### src/rtl/gray_rd_arbiter.sv
// Two-requester read arbiter for a shared gray-code memory port with a 2-cycle read pipeline.
// Optional per-requester accept counters are enabled with `define ARB_PERF_CNT_EN.
module gray_rd_arbiter #(
  parameter int unsigned BURST_MAX = 9
) (
  input  logic        clk,
  input  logic        reset,
  input  logic        rq0_req,
  input  logic        rq1_req,
  input  logic [13:0] rq0_addr,
  input  logic [13:0] rq1_addr,
  input  logic        rq0_last,
  input  logic        rq1_last,
  output logic        rq0_gnt,
  output logic        rq1_gnt,
  output logic        rq0_rvalid,
  output logic        rq1_rvalid,
  output logic [7:0]  rq_rdata,
  input  logic        gray_ready,
  output logic        gray_req,
  output logic [13:0] gray_addr,
  input  logic [7:0]  gray_data
`ifdef ARB_PERF_CNT_EN
  ,
  output logic [15:0] rq0_cnt,
  output logic [15:0] rq1_cnt
`endif
);

  typedef enum logic [1:0] {IDLE, OWN0, OWN1} state_t;

  localparam logic [3:0] BURST_LAST = 4'(BURST_MAX - 1);

  state_t      state, state_nx;
  logic        ptr, ptr_nx;
  logic [3:0]  burst, burst_nx;
  logic        accept, acc_tag, acc_last, own_req;
  logic [13:0] acc_addr;
  logic        v1, t1, v2, t2;

  always_comb begin
    rq0_gnt  = (state == OWN0) && rq0_req && gray_ready;
    rq1_gnt  = (state == OWN1) && rq1_req && gray_ready;
    accept   = rq0_gnt | rq1_gnt;
    acc_tag  = rq1_gnt;
    acc_addr = rq1_gnt ? rq1_addr : rq0_addr;
    acc_last = rq1_gnt ? rq1_last : rq0_last;
    own_req  = (state == OWN1) ? rq1_req : rq0_req;
  end

  // ptr=1 flags requester 0 as most recent owner, so rq1 wins the next tie
  always_comb begin
    state_nx = state;
    ptr_nx   = ptr;
    burst_nx = burst;
    unique case (state)
      IDLE: begin
        if (gray_ready && (rq0_req || rq1_req)) begin
          burst_nx = '0;
          if (rq0_req && (!rq1_req || !ptr)) state_nx = OWN0;
          else                               state_nx = OWN1;
        end
      end
      OWN0, OWN1: begin
        if (gray_ready) begin
          if (accept) burst_nx = burst + 4'd1;
          if (!own_req || acc_last || (burst == BURST_LAST)) begin
            state_nx = IDLE;
            ptr_nx   = (state == OWN0);
          end
        end
      end
      default: state_nx = IDLE;
    endcase
  end

  always_ff @(posedge clk or negedge reset) begin
    if (!reset) begin
      state     <= IDLE;
      ptr       <= 1'b0;
      burst     <= '0;
      v1        <= 1'b0;
      t1        <= 1'b0;
      v2        <= 1'b0;
      t2        <= 1'b0;
      gray_addr <= '0;
    end else begin
      state <= state_nx;
      ptr   <= ptr_nx;
      burst <= burst_nx;
      v1    <= accept;
      t1    <= acc_tag;
      v2    <= v1;
      t2    <= t1;
      if (accept) gray_addr <= acc_addr;
    end
  end

  // Read data is only valid in the returning cycle, so it is steered, not registered
  assign gray_req   = v1;
  assign rq0_rvalid = v2 & ~t2;
  assign rq1_rvalid = v2 & t2;
  assign rq_rdata   = v2 ? gray_data : '0;

`ifdef ARB_PERF_CNT_EN
  always_ff @(posedge clk or negedge reset) begin
    if (!reset) begin
      rq0_cnt <= '0;
      rq1_cnt <= '0;
    end else begin
      if (rq0_gnt && (rq0_cnt != '1)) rq0_cnt <= rq0_cnt + 16'd1;
      if (rq1_gnt && (rq1_cnt != '1)) rq1_cnt <= rq1_cnt + 16'd1;
    end
  end
`endif

endmodule

### config.mk
export PLATFORM = sky130hd
export DESIGN_NAME = gray_rd_arbiter
export DESIGN_NICKNAME = d
export VERILOG_FILES = /design/src/rtl/gray_rd_arbiter.sv
export SDC_FILE = /design/constraint.sdc
export NUM_CORES = 1
export LEC_CHECK = 0
export BUFFER_PORTS_ARGS = -buffer_cell sky130_fd_sc_hd__buf_2
export CAP_MARGIN = 30
export CORE_MARGIN = 2
export CORE_UTILIZATION = 40
export DETAILED_ROUTE_END_ITERATION = 6
export PLACE_DENSITY = 0.85
export SLEW_MARGIN = 20
export SYNTH_ARGS = -nofsm -noshare
export SYNTH_HDL_FRONTEND = slang
export SYNTH_SLANG_ARGS = --single-unit
### constraint.sdc
create_clock -name clk -period 1.6 [get_ports clk]
set_input_delay 0.08 -clock clk [delete_from_list [all_inputs] [get_ports clk]]
set_output_delay 0.08 -clock clk [all_outputs]
set_load 0.02 [all_outputs]
==> results by group <==
Finish
  • Fill cells: 214
  • Fin nets: ~280
  • Diodes inserted: 0
  • Finished Layout Cells: roughly 270
  • Layout cell share with drive strength beyond 1: 48.9%
  • P&R area growth vs syn: 66.2%
  • Fin util: a little over two thirds

Hold path
  • Worst hold path class: input pin to flop
  • Hold path startpoint: rq0_addr[1]

Route
  • DR pass1 iterations: 4
  • Vias/cell: ~5.1
  • Per-cell routed wire length: about 16 µm
  • Remaining routing DRC violations: 0
  • Initial drt markers: 39
  • Post-Route WL: roughly 4500 µm
  • Routed Antenna Nets: 0
  • Routed vias: between 1,000 and 1,500

Synth
  • Yosys reg bits: 25
  • Count of cell types in the netlist: 25
  • Share of the synthesized area in the top cell type: 48.4%
  • YS warnings: 0
  • Synth Flop Type: dfrtp_1
  • Post-synthesis async set-or-reset flop share: 100%
  • Post-synth EDFFs: 0
  • Post-synth top cells: 25 x dfrtp_1, 18 x mux2i_1, 18 x nand2_1, 17 x o21ai_0, 9 x and2_1
  • Synth Net Count: 176
  • Avg Cell Area, Syn: around 10 µm²
  • Largest cells by area after synthesis: dfrtp_1 48%, mux2i_1 14%, o21ai_0 6.6%, nand2_1 5.2%, ha_1 4.8%
  • Post-synth top area cell: dfrtp_1
  • Most common cell in the netlist: dfrtp_1
  • Cells after Synth: about 130
  • Sequential area share after synthesis: approximately half
  • Synthesized area: around 1300 µm²

Floorplanning
  • Initial Utilization: between 40% and 50%
  • Die width: around 61 µm
  • Die area: approximately 3700 µm²
  • Site Rows: 20
  • Die Span Y: between 60 and 70 µm
  • Num ports: 70
  • Core area: approximately 3100 µm²

Place
  • Hpwl dp: around 2400 µm
  • RD Place Congestion: 0.862
  • Pre-CTS WS: -0.0183 ns
  • Placed cell count: between 200 and 250
  • Port Buf Inserts: between 60 and 70

Pwr
  • Clk pwr share: 9.5%
  • Psw: about 1300 µW
  • VDD IR max: between 600 and 700 µV
  • Leak: about 0.0011 µW
  • Power Density: 1420 nW/µm²
  • Switching Share: 41.8%
  • Comb power frac: 57.3%
  • Power Internal: 1780 µW
  • Sequential Power Share: between 30% and 40%

Flow run
  • Max Cap Viol: 0

STA
  • Worst Setup Slack, final: -0.0727 ns
  • Count of final setup violators: 5
  • RSZ-0062 raised after global routing: yes
  • Setup Skew: 0.00800 ns
  • Max_slew headroom: between 60% and 70%
  • Period Utilization, post-route: 105%
  • Least-Margin Pin Slew: about 0.57 ns
  • Fmax achieved: 598 MHz
  • Setup tns final: -0.246 ns
  • Fin crit period: between 1.5 and 2 ns
  • Slew Limit Fails: 0
  • WHS: 0.0268 ns
  • Hold Violations, Final: 0

Clock tree
  • Clock Tree Root: clkbuf_4
  • CTS tree: done
  • Worst-path clk slew: approximately 0.15 ns
  • Clock Sinks: 25
  • Inserted Clock Buffers: 3
  • Max Buffers Root-to-Sink: 2
  • Skew-Pair Late Insertion Delay: just over 0.3 ns
  • H-tree Lvls: 1

Outcome
  • Failing checks: negative setup slack
  • Status: complete, but fails checks

Critical path
  • CP Data Required Time: approximately 1.9 ns
  • Worst flop-to-flop path startpoint: state[1]
  • Worst Setup SP: state[1]
  • Max FO, Critical Path: 4
  • CP Launch Type: flop
  • Crit path DAT: just under 2 ns
  • CP Capture Type: flop
  • Critical Setup Path Class: flop to flop

Global routing
  • Antenna violations before repair: 0
  • All-layer global routing usage: between 20 and 25%
  • Largest net degree at the start of global routing: 26
  • Vias in the first global route: roughly 1,300
  • Global-route wire length before repair: approximately 5900 µm
  • Total gr overflow: 0
## power groups by stage
| stage | registers (µW) | clock network, µW | logic, µW |
|---|---|---|---|
| 2_1_floorplan | 1200 | 0 | 636 |
| 3_5_place_dp | 1010 | 0 | 1330 |
| 4_1_cts | 994 | 294 | 1560 |
| 5_1_grt | 1050 | 330 | 1870 |
| 6_report | 1020 | 292 | 1750 |
| 3_3_place_gp | 991 | 0 | 1300 |
## path summary, 6_finish.rpt
kind | end | cells after the start | slack, ns
setup / recovery | burst[2] | 6 | -0.07
hold / removal | gray_addr[1] | 3 | 0.03
setup reg to reg | burst[2] | 6 | -0.07
hold reg to reg | t2 | 0 | 0.38
max in group asynchronous | state[1] | 2 | 0.96
min in group asynchronous | gray_addr[4] | 2 | 0.27
## critical path, cell delays in order, from the launching register on
cell and delay, ns:
dfrtp_1 0.41, inv_2 0.08, ha_4 0.18, nor3b_4 0.15
a211o_1 0.32, or3_1 0.34, a21oi_2 0.14
## final cells by class
class / instances / area [µm²] / share of cell area [%]
clock buffers: 3 / 22.5 / 1.05
clock inverters: 1 / 7.51 / 0.349
multi-input cells: 91 / 721 / 33.5
well taps: 44 / 55.1 / 2.56
repair buffers: 102 / 693 / 32.2
inverters: 7 / 26.3 / 1.22
flip-flops and latches: 25 / 626 / 29.1
## metal layers
| metal | GRT usage [%] | part of all wire, % | vias to the layer above |
|---|---|---|---|
| li1 | - | - | 643 |
| met5 | 0 | 0 | - |
| met1 | 23.3 | 38 | 657 |
| met3 | 2.13 | 5.4 | 12 |
| met2 | 42.7 | 54 | 73 |
| met4 | 7.14 | 3.0 | 0 |
## stage by stage
stage | power (µW) | area [µm²]
4_1_cts | 2850 | 2090
3_3_place_gp | 2290 | 1750
5_1_grt | 3240 | 2150
3_5_place_dp | 2340 | 1750
6_report | 3060 | 2150
2_1_floorplan | 1840 | 1310
## flip-flops by register name (all words and copies together) (netlist names)
| name | flops |
|---|---|
| burst | 4 |
| gray_req | 1 |
| v2 | 1 |
| ptr | 1 |
| state | 2 |
| t1 | 1 |
| t2 | 1 |
| gray_addr | 14 |
## timing repair
action	4_1_cts	5_1_grt
gates cloned	1	1
resized for setup	13	20
pin swaps	5	4
setup buffers	8	3
hold buffers	15	0
endpoints found under the hold margin	39	0
setup endpoints to repair	7	22
## cells by family (layout without fill, tap and decap cells)
family / Yosys count / count (layout) / share of synthesized area, %
AO/OA/AOI/OAI: 27 / 27 / 12.4
adder cells (fa/ha/maj): 5 / 5 / 4.84
buffers and inverters: 12 / 113 / 4.16
flip-flops: 25 / 25 / 48.4
multiplexers: 20 / 20 / 15.7
AND/OR/NAND/NOR: 39 / 39 / 14.6
## placed cells by master (no fill, tap or decap), types with 2 or more instances in the layout
master	Yosys	layout
ha_4	0	3
buf_6	0	2
nand2_1	18	16
nand2_2	0	2
buf_12	0	2
dlygate4sd3_1	0	15
or3_1	2	2
buf_4	2	14
clkbuf_4	0	3
inv_1	7	5
ha_1	5	2
dfrtp_1	25	25
mux2_2	2	2
nand3_1	3	2
and2_1	9	9
inv_2	0	2
o21ai_1	0	5
buf_2	1	67
o21ai_0	17	10
o21ai_2	0	2
nor2_1	3	3
mux2i_2	0	2
a21oi_2	0	2
mux2i_1	18	15
nor2b_1	2	2
Power figures use the tool's default switching activity.
